--- config.mk ---
export PLATFORM = sky130hd
export DESIGN_NAME = uart_mem_arbiter
export DESIGN_NICKNAME = d
export VERILOG_FILES = /design/src/rtl/uart_mem_pkg.sv /design/src/rtl/uart_mem_arbiter_rr_arb2.sv /design/src/rtl/uart_mem_arbiter.sv
export SDC_FILE = /design/constraint.sdc
export NUM_CORES = 1
export LEC_CHECK = 0
export BUFFER_PORTS_ARGS = -buffer_cell sky130_fd_sc_hd__buf_4
export CAP_MARGIN = 40
export CORE_ASPECT_RATIO = 1.75
export CORE_MARGIN = 2
export CORE_UTILIZATION = 50
export CTS_CLUSTER_SIZE = 30
export DETAILED_ROUTE_END_ITERATION = 16
export PLACE_DENSITY = 0.88
export SYNTH_ARGS = -nofsm -noshare
export SYNTH_HDL_FRONTEND = slang
export SYNTH_SLANG_ARGS = --single-unit
--- constraint.sdc ---
create_clock -name CLK -period 2.6 [get_ports CLK]
set_input_delay 0.39 -clock CLK [delete_from_list [all_inputs] [get_ports CLK]]
set_output_delay 0.39 -clock CLK [all_outputs]
set_load 0.02 [all_outputs]
--- src/rtl/uart_mem_pkg.sv ---
// Shared encodings and packet helpers for the UART memory-channel arbiter.
package uart_mem_pkg;

  // FSM state encoding
  localparam logic [2:0] ST_IDLE      = 3'd0;
  localparam logic [2:0] ST_SEND_HDR  = 3'd1;
  localparam logic [2:0] ST_SEND_ADDR = 3'd2;
  localparam logic [2:0] ST_SEND_DATA = 3'd3;
  localparam logic [2:0] ST_RECV      = 3'd4;
  localparam logic [2:0] ST_RESP      = 3'd5;

  // Header byte layout: {write, 3'b000, mask}
  localparam int HDR_WRITE_BIT = 7;
  localparam int HDR_MASK_MSB  = 3;

  localparam int PKT_ADDR_BYTES = 4;
  localparam int PKT_DATA_BYTES = 4;

  function automatic logic [7:0] make_hdr(input logic wr, input logic [3:0] mask);
    logic [7:0] h;
    h                  = 8'h00;
    h[HDR_WRITE_BIT]   = wr;
    h[HDR_MASK_MSB:0]  = mask;
    return h;
  endfunction

  // Little-endian byte pick from a 32-bit word
  function automatic logic [7:0] get_byte(input logic [31:0] w, input logic [1:0] idx);
    return w[{idx, 3'b000} +: 8];
  endfunction

endpackage

--- src/rtl/uart_mem_arbiter_rr_arb2.sv ---
// Two-requester round-robin arbiter; grant is one-hot, state advances on en.
module rr_arb2 (
  input  logic       clk,
  input  logic       rst,
  input  logic       en,
  input  logic [1:0] req,
  output logic [1:0] gnt
);

  logic last_grant_q, last_grant_d;

  // Pick the lone requester, or on a tie the port not granted last
  always_comb begin
    gnt = 2'b00;
    case (req)
      2'b01:   gnt = 2'b01;
      2'b10:   gnt = 2'b10;
      2'b11:   gnt = last_grant_q ? 2'b01 : 2'b10;
      default: gnt = 2'b00;
    endcase
    last_grant_d = (en && (gnt != 2'b00)) ? gnt[1] : last_grant_q;
  end

  // Resets to 1 so port 0 wins the first tie
  always_ff @(posedge clk) begin
    if (rst) last_grant_q <= 1'b1;
    else     last_grant_q <= last_grant_d;
  end

endmodule

--- src/rtl/uart_mem_arbiter.sv ---
// Shares one UART byte channel between two memory ports: packetises a request,
// collects the 4-byte read reply, and returns one response to the requester.
module uart_mem_arbiter
  import uart_mem_pkg::*;
#(
  parameter int ADDR_W = 32
) (
  input  logic                CLK,
  input  logic                RST,
  input  logic [1:0]          req_valid,
  output logic [1:0]          req_ready,
  input  logic [1:0]          req_write,
  input  logic [7:0]          req_mask,
  input  logic [2*ADDR_W-1:0] req_addr,
  input  logic [63:0]         req_data,
  output logic [1:0]          resp_valid,
  output logic [31:0]         resp_data,
  output logic                send_flag,
  output logic [7:0]          send_data,
  input  logic                sendable,
  output logic                recv_flag,
  input  logic [7:0]          recv_data,
  input  logic                receivable
);

  localparam logic [1:0] ADDR_LAST = 2'(PKT_ADDR_BYTES - 1);
  localparam logic [1:0] DATA_LAST = 2'(PKT_DATA_BYTES - 1);

  logic [2:0]        state_q, state_d;
  logic              port_q, port_d;
  logic              write_q, write_d;
  logic [3:0]        mask_q, mask_d;
  logic [ADDR_W-1:0] addr_q, addr_d;
  logic [31:0]       data_q, data_d;
  logic [1:0]        cnt_q, cnt_d;
  logic [31:0]       rdata_q, rdata_d;

  logic [1:0] gnt;
  logic       arb_en;
  logic       win;

  assign arb_en = (state_q == ST_IDLE) && (req_valid != 2'b00);
  assign win    = gnt[1];

  rr_arb2 u_arb (
    .clk (CLK),
    .rst (RST),
    .en  (arb_en),
    .req (req_valid),
    .gnt (gnt)
  );

  // Next-state, byte counter, reply shift register and all channel strobes
  always_comb begin
    state_d    = state_q;
    port_d     = port_q;
    write_d    = write_q;
    mask_d     = mask_q;
    addr_d     = addr_q;
    data_d     = data_q;
    cnt_d      = cnt_q;
    rdata_d    = rdata_q;
    req_ready  = 2'b00;
    resp_valid = 2'b00;
    resp_data  = 32'h0;
    send_flag  = 1'b0;
    send_data  = 8'h00;
    recv_flag  = 1'b0;
    case (state_q)
      ST_IDLE: begin
        req_ready = gnt;
        if (arb_en) begin
          port_d  = win;
          write_d = req_write[win];
          mask_d  = win ? req_mask[7:4] : req_mask[3:0];
          addr_d  = win ? req_addr[2*ADDR_W-1:ADDR_W] : req_addr[ADDR_W-1:0];
          data_d  = win ? req_data[63:32] : req_data[31:0];
          cnt_d   = 2'd0;
          state_d = ST_SEND_HDR;
        end
      end
      ST_SEND_HDR: begin
        send_flag = sendable;
        send_data = make_hdr(write_q, mask_q);
        if (sendable) state_d = ST_SEND_ADDR;
      end
      ST_SEND_ADDR: begin
        send_flag = sendable;
        send_data = get_byte(addr_q, cnt_q);
        if (sendable) begin
          cnt_d = cnt_q + 2'd1;
          if (cnt_q == ADDR_LAST) state_d = write_q ? ST_SEND_DATA : ST_RECV;
        end
      end
      ST_SEND_DATA: begin
        send_flag = sendable;
        send_data = get_byte(data_q, cnt_q);
        if (sendable) begin
          cnt_d = cnt_q + 2'd1;
          if (cnt_q == DATA_LAST) state_d = ST_RESP;
        end
      end
      ST_RECV: begin
        recv_flag = receivable;
        if (receivable) begin
          // first byte received ends up in [7:0] after four shifts
          rdata_d = {recv_data, rdata_q[31:8]};
          cnt_d   = cnt_q + 2'd1;
          if (cnt_q == 2'd3) state_d = ST_RESP;
        end
      end
      ST_RESP: begin
        resp_valid = port_q ? 2'b10 : 2'b01;
        resp_data  = write_q ? 32'h0 : rdata_q;
        state_d    = ST_IDLE;
      end
      default: state_d = ST_IDLE;
    endcase
  end

  // Transaction registers; reset abandons any packet in progress
  always_ff @(posedge CLK) begin
    if (RST) begin
      state_q <= ST_IDLE;
      port_q  <= 1'b0;
      write_q <= 1'b0;
      mask_q  <= 4'h0;
      addr_q  <= '0;
      data_q  <= 32'h0;
      cnt_q   <= 2'd0;
      rdata_q <= 32'h0;
    end else begin
      state_q <= state_d;
      port_q  <= port_d;
      write_q <= write_d;
      mask_q  <= mask_d;
      addr_q  <= addr_d;
      data_q  <= data_d;
      cnt_q   <= cnt_d;
      rdata_q <= rdata_d;
    end
  end

endmodule

==> results.py, run 1 <==
metrics = {
    "outcome": {
        "status": "complete, no violations",
    },
    "yosys": {
        "netlist_area_mm2": 0.00506,
        "yosys.area.top_type_share_pct": 42.8,
        "synth_commonest_cells": "sky130_fd_sc_hd__dfxtp_1, sky130_fd_sc_hd__nor2_1, sky130_fd_sc_hd__nand2_1, sky130_fd_sc_hd__nor3_1, sky130_fd_sc_hd__o22ai_1",
        "post-synth-top-area-cell": "sky130_fd_sc_hd__dfxtp_1",
        "post_synth_xor_area_fraction_pct": 0,
        "synth.yosys.seq_area_share_pct": 42.8,
        "synth.mux.area_fraction_pct": 7.10,
        "synth_nets": 753,
        "synth-edff-count": 0,
        "most_frequent_cell_after_synthesis": "sky130_fd_sc_hd__dfxtp_1",
        "post_synth_main_area_contributors": "sky130_fd_sc_hd__dfxtp_1, sky130_fd_sc_hd__o22ai_1, sky130_fd_sc_hd__nor3_1",
        "synth-compound-area-share_pct": 17.2,
        "synth_adder_area_share_pct": 0.247,
        "synth_top_family_by_area": "simple AND/OR/NAND/NOR gates",
        "synth-main-ff-cell": "sky130_fd_sc_hd__dfxtp_1",
        "syn_avg_cell_area_um2": 8.43,
        "yosysWarnings": 0,
        "ys_seq_elements": 108,
        "synthArstFlopShare_pct": 0,
        "post_synth_inst_count": 600,
        "post_synth_num_cell_types": 45,
        "synthesized_area_fraction_occupied_by_and_or_nand_nor_cells_pct": 27.0,
    },
    "run": {
        "max-cap-violations": 0,
    },
    "power": {
        "internal_power_mw": 3.77,
        "combinationalPowerShare_pct": 35.5,
        "power.density_cell_area_mw_per_mm2": 841,
        "clkPwrFrac_pct": 24.2,
        "share_seq_of_total_power_pct": 40.4,
        "swShare_pct": 35.0,
        "power.static_leakage_nw": 2.95,
        "p_sw_mw": 2.03,
        "vdd.ir_drop.worst_uv": 434,
        "total_power_mw": 5.80,
    },
    "cells_and_area": {
        "layout-drive-gt1-share_pct": 35.0,
        "final_design_area_no_fill_mm2": 0.00691,
        "design.final.nets": 925,
        "total_area_of_multi_input_combinational_cells_mm2": 0.00262,
        "total_of_fill_cells_in_the_finished_design": 773,
        "area.sequential_mm2": 0.00216,
        "antenna_cells": 0,
        "layout-area-overhead-vs-synth_pct": 36.6,
    },
    "routing": {
        "wirelength_um": 16400,
        "post_drt_wl_per_cell_um": 18.2,
        "detail_route.first_pass.iterations": 5,
        "detail_route_antenna_nets": 0,
        "first_iter_violations": 294,
        "num_vias": 5208,
        "via_count_normalized_by_instance_count": 5.77,
        "route.detailed.drc": 0,
    },
    "setup_path": {
        "reg2reg_depth": 6,
        "setup.worst_path.end_class": "output port",
        "critPathArrivalTime_ps": 2110,
        "critPathLaunch": "state_q[0]",
        "cpPeakStageDelay_ps": 520,
        "worstReg2RegEnd": "data_q[16]",
        "cp-start-kind": "flop",
        "worst-path-stages": 5,
        "worst_ep_required_time_ps": 2210,
        "timing_worst_setup_path_type": "reg -> out",
        "worstPathCellList": "buf_12 > mux4_2 > a2bb2oi_1 > a22o_1 > buf_4",
        "cp_num_buf_inv": 2,
        "r2r-start": "state_q[0]",
        "critPathTopFamily": "flip-flops",
        "cpMaxStageDelayCell": "sky130_fd_sc_hd__dfxtp_1",
        "timing.critical_path.to": "send_data[3]",
        "worstPathMaxFanout": 15,
        "setup.reg_to_reg.worst_slack_ps": 500,
    },
    "floorplanning": {
        "die-area_mm2": 0.0110,
        "starting_density_of_the_core_pct": 51.3,
        "die_w_um": 80.0,
        "floorplan.io_pins": 198,
        "dieHeight_um": 137,
        "fp-row-count": 48,
        "placeableCoreArea_mm2": 0.00985,
    },
    "global_route": {
        "global_route.usage.total_pct": 29.9,
        "grt_start_max_net_pins": 53,
        "grt_antenna_before_repair": 0,
        "wire_length_of_the_first_global_routing_pass_um": 25300,
        "grt_overflow": 0,
        "grt_pass1_vias": 5059,
    },
    "worst_hold_path": {
        "hp-class": "in -> reg",
    },
    "sta": {
        "timing_worst_slew_pin_value_ps": 574,
        "final.setup_skew_ps": 6.94,
        "finalWorstSetupSlack_ps": 97.6,
        "finalHoldWorstSlack_ps": 286,
        "setup_repair_after_global_routing_missed_its_margin": "no",
        "final_slew_violations": 0,
        "final.setup.tns_ps": 0,
        "clock_period_minus_final_worst_setup_slack_ps": 2500,
        "hold_viol_final": 0,
        "fin_crit_sh_pct": 96.2,
        "setup_violations": 0,
        "max_freq_mhz": 400,
        "slew-limit-headroom_pct": 61.7,
    },
    "placed_design": {
        "place.gp.congestion": 0.934,
        "place.detailed.hpwl_um": 12200,
        "dpl-instance-area_mm2": 0.00659,
        "preCtsSetupSlack_ps": 487,
        "place.port_buffers": 197,
    },
    "clock_tree": {
        "clk_root_buffer_cell": "sky130_fd_sc_hd__clkbuf_16",
        "path_clk_slew_ps": 70,
        "cts_post_setup_buffers_inserted": 0,
        "cts_made_buffers": 9,
        "cts.path.max_buffers": 2,
        "clock_sinks": 108,
        "insertion_delay_ps": 340,
        "htreeDepth": 3,
        "cts_tree": "built",
    },
}
metrics by stage:
step | instances | utilization (%)
after floorplan | 600 | -
after global placement | 886 | 66.9
after detailed placement | 886 | 66.9
after CTS | 902 | 70.1
after global routing | 902 | 70.1
final | 902 | 70.1
per-layer routing:
metal	wire length [µm]	up-vias	global-route usage, %
met5	0	-	0
met4	611	0	13.3
met3	1210	43	5.34
met2	8960	271	55.2
met1	5600	2419	32.6
li1	-	2475	-
worst min-delay path by stage:
stage               cells past startpoint    endpoint          from
finish                                  3  addr_q[23]  req_addr[55]
global route                            3  addr_q[23]  req_addr[55]
CTS                                     3  addr_q[23]  req_addr[55]
detailed placement                      2  rdata_q[2]    rdata_q[2]
global placement                        2  rdata_q[6]    rdata_q[6]
floorplan                               2  rdata_q[0]    rdata_q[0]
cells by family (layout without fill, tap and decap cells):
family / Yosys count / after routing
and+or+nand+nor: 282 / 282
AOI/OAI and AO/OA: 129 / 129
DFF: 108 / 108
buffers and inverters: 58 / 235
muxes: 22 / 22
adders and majority gates: 1 / 1
worst register-to-register path, cell delays in order (launching register included):
cell                      delay, ps
sky130_fd_sc_hd__dfxtp_1        410
sky130_fd_sc_hd__buf_4          220
sky130_fd_sc_hd__nor3_4         270
sky130_fd_sc_hd__nand3_2        400
sky130_fd_sc_hd__buf_12         320
sky130_fd_sc_hd__o22ai_1        240
sky130_fd_sc_hd__nor3_1         100
flip-flops by register name (all words and copies together), names as in the netlist:
signal              flops
rdata_q                32
cnt_q                   2
state_q                 3
port_q                  1
write_q                 1
mask_q                  4
data_q                 32
addr_q                 32
u_arb.last_grant_q      1
power by group through the flow:
| stage | registers, mW | logic (mW) | clock network, mW |
|---|---|---|---|
| 2_1_floorplan | 2.19 | 1.55 | 0 |
| 3_3_place_gp | 2.36 | 1.94 | 0 |
| 3_5_place_dp | 2.37 | 2.01 | 0 |
| 4_1_cts | 2.33 | 2.04 | 1.41 |
| 5_1_grt | 2.37 | 2.24 | 1.48 |
| 6_report | 2.34 | 2.06 | 1.40 |
layout make-up:
class	instances	share of cell area, %
Sequential cell	108	31.3
Clock inverter	6	1.03
Clock buffer	10	3.46
Inverter	8	0.435
Timing Repair Buffer	211	23.5
Multi-Input combinational cell	434	38.0
Tap cell	125	2.26
what timing repair did:
item                       4_1_cts  5_1_grt
hold endpoints to repair         0        0
gates resized for setup          0        1
setup endpoints to repair        0        1
hold buffers                     0        0
placed cells by master, fill, tap and decap left out, types with 2 or more instances in the layout:
cell,count
sky130_fd_sc_hd__a21oi_1,39
sky130_fd_sc_hd__a22o_1,5
sky130_fd_sc_hd__a22oi_1,2
sky130_fd_sc_hd__a2bb2oi_1,3
sky130_fd_sc_hd__and2_1,33
sky130_fd_sc_hd__and2b_1,2
sky130_fd_sc_hd__buf_12,3
sky130_fd_sc_hd__buf_4,208
sky130_fd_sc_hd__clkbuf_16,9
sky130_fd_sc_hd__dfxtp_1,107
sky130_fd_sc_hd__inv_1,6
sky130_fd_sc_hd__inv_2,2
sky130_fd_sc_hd__mux2i_1,10
sky130_fd_sc_hd__mux4_2,11
sky130_fd_sc_hd__nand2_1,72
sky130_fd_sc_hd__nand2b_1,5
sky130_fd_sc_hd__nand3_1,7
sky130_fd_sc_hd__nor2_1,77
sky130_fd_sc_hd__nor2b_1,3
sky130_fd_sc_hd__nor3_1,63
sky130_fd_sc_hd__nor3_2,10
sky130_fd_sc_hd__o21ai_0,2
sky130_fd_sc_hd__o22ai_1,59
sky130_fd_sc_hd__o22ai_2,10
No activity file was read; power rests on OpenSTA's default activity.
==> run 2, diff against run 1 <==
--- a/config.mk
+++ b/config.mk
@@ -13,6 +13,7 @@
 export CTS_CLUSTER_SIZE = 30
 export DETAILED_ROUTE_END_ITERATION = 16
 export PLACE_DENSITY = 0.88
+export RECOVER_POWER = 100
 export SYNTH_ARGS = -nofsm -noshare
 export SYNTH_HDL_FRONTEND = slang
 export SYNTH_SLANG_ARGS = --single-unit
==> run 2 against run 1 <==
First-iteration DRC count rose by 6.1%. Clock skew rose by 1.2 ps. Non-clock buffer count did not move. Sequential power barely moved. Flip-flop and latch count did not move. Die area did not move. Worst hold slack got worse by 1.5 ps. Cell count did not move.
==> results.py, run 2 (same netlist as run 1, synthesis figures left out) <==
metrics = {
    "sta": {
        "final_slew_violations": 0,
        "final.setup.tns_ps": 0,
        "hold_viol_final": 0,
        "finalHoldWorstSlack_ps": 285,
        "setup_repair_after_global_routing_missed_its_margin": "no",
        "fin_crit_sh_pct": 97.4,
        "final.setup_skew_ps": 8.19,
        "clock_period_minus_final_worst_setup_slack_ps": 2530,
        "timing_worst_slew_pin_value_ps": 1150,
        "max_freq_mhz": 395,
        "setup_violations": 0,
        "slew-limit-headroom_pct": 23.0,
    },
    "floorplanning": {
        "dieHeight_um": 137,
        "die_w_um": 80.0,
        "die-area_mm2": 0.0110,
        "fp-row-count": 48,
        "floorplan.io_pins": 198,
        "placeableCoreArea_mm2": 0.00985,
        "starting_density_of_the_core_pct": 51.3,
    },
    "cells_and_area": {
        "layout_commonest_cell": "sky130_fd_sc_hd__buf_4",
        "final_cell_count_no_fill": 902,
        "layout_top_registers": "addr_q x32, data_q x32, rdata_q x32",
        "design.final.nets": 925,
        "layout-drive-gt1-share_pct": 33.1,
        "layout-area-overhead-vs-synth_pct": 33.9,
        "antenna_cells": 0,
        "final_design_area_no_fill_mm2": 0.00677,
        "most-common-layout-cells": "sky130_fd_sc_hd__buf_4, sky130_fd_sc_hd__dfxtp_1, sky130_fd_sc_hd__nor2_1",
        "total_of_fill_cells_in_the_finished_design": 803,
    },
    "power": {
        "share_seq_of_total_power_pct": 40.9,
        "p_sw_mw": 2.01,
        "vdd.ir_drop.worst_uv": 433,
        "power.density_cell_area_mw_per_mm2": 845,
        "combinationalPowerShare_pct": 34.6,
        "clkPwrFrac_pct": 24.6,
        "swShare_pct": 35.1,
        "total_power_mw": 5.72,
        "internal_power_mw": 3.71,
        "power.static_leakage_nw": 2.88,
    },
    "routing": {
        "detailed_routed_wire_length_on_met3_um": 1190,
        "highest_signal_layer_in_the_routed_design": "met4",
        "wirelength_um": 16400,
        "num_vias": 5192,
        "via_count_normalized_by_instance_count": 5.76,
        "detail_route.first_pass.iterations": 5,
        "post_drt_wl_per_cell_um": 18.1,
        "detail_route_antenna_nets": 0,
        "routedLengthMet1_um": 5650,
        "first_iter_violations": 312,
        "wl_met2_um": 8900,
        "route.detailed.drc": 0,
    },
    "clock_tree": {
        "cts_tree": "built",
        "path_clk_slew_ps": 70,
        "clk_root_buffer_cell": "sky130_fd_sc_hd__clkbuf_16",
        "cts_post_setup_buffers_inserted": 0,
        "htreeDepth": 3,
        "clock_sinks": 108,
        "cts.path.max_buffers": 2,
        "insertion_delay_ps": 350,
        "cts_made_buffers": 9,
    },
    "worst_hold_path": {
        "worst_hold_startpoint": "req_addr[55]",
        "hp-class": "in -> reg",
    },
    "setup_path": {
        "setup.worst_path.end_class": "output port",
        "critPathLaunch": "state_q[0]",
        "critPathArrivalTime_ps": 2140,
        "r2r-start": "state_q[0]",
        "critPathTopFamily": "multiplexers",
        "cp_num_buf_inv": 2,
        "timing_worst_setup_path_type": "reg -> out",
        "cpPeakStageDelay_ps": 520,
        "cpMaxStageDelayCell": "sky130_fd_sc_hd__mux4_2",
        "cp-start-kind": "flop",
        "worst_ep_required_time_ps": 2210,
        "worstPathCellList": "buf_6 > mux4_2 > a2bb2oi_1 > a22o_1 > buf_4",
        "worstPathMaxFanout": 15,
    },
    "global_route": {
        "wire_length_of_the_first_global_routing_pass_um": 25300,
        "grt_antenna_before_repair": 0,
        "grt_pass1_vias": 5059,
        "global_route.usage.total_pct": 29.9,
        "grt_start_max_net_pins": 53,
        "grt_overflow": 0,
    },
    "placed_design": {
        "place.port_buffers": 197,
        "numPlacedInstances": 886,
        "place.gp.congestion": 0.934,
        "dpl-instance-area_mm2": 0.00659,
        "place.detailed.hpwl_um": 12200,
    },
    "outcome": {
        "status": "complete, no violations",
    },
    "run": {
        "max-cap-violations": 0,
    },
}
## run 2: worst paths after layout
path | to | cells after the start | slack (ps)
min | addr_q[23] | 3 | 280
max | send_data[3] | 5 | 70
min reg2reg | rdata_q[2] | 2 | 460
max reg2reg | data_q[16] | 6 | 270
## run 2: layer usage
layer	track usage (%)	vias up
li1	-	2476
met1	32.6	2399
met2	55.2	271
met3	5.34	46
met4	13.3	0
met5	0	-
## run 2: cell type report
type / instances / area (µm²) / share of cell area (%)
Inverter: 8 / 30.0 / 0.444
Clock buffer: 10 / 239 / 3.53
Timing Repair Buffer: 211 / 1540 / 22.7
Tap cell: 125 / 156 / 2.31
Sequential cell: 108 / 2160 / 32.0
Clock inverter: 6 / 71.3 / 1.05
Multi-Input combinational cell: 434 / 2570 / 38.0
## run 2: power by group through the flow
stage / combinational (mW) / sequential, mW / clock (mW)
after floorplan: 1.55 / 2.19 / 0
after global placement: 1.94 / 2.36 / 0
after detailed placement: 2.01 / 2.37 / 0
after CTS: 2.04 / 2.33 / 1.41
after global routing: 2.16 / 2.36 / 1.48
final: 1.98 / 2.34 / 1.40
## run 2: tightest hold or removal path: cells and delay by family
kind / cells / cell delay [ps]
buffers and inverters: 1 / 70
and+or+nand+nor: 2 / 120
## run 2: metrics by stage
stage	setup slack, ps	utilization (%)
final	67.1	68.7
after global routing	1.35	68.7
after CTS	97.4	70.1
after detailed placement	487	66.9
after global placement	503	66.9
after floorplan	583	-
## run 2: what timing repair did
item                                    CTS  global route
hold buffers                              0             0
resized for setup                         0             1
endpoints found under the setup margin    0             1
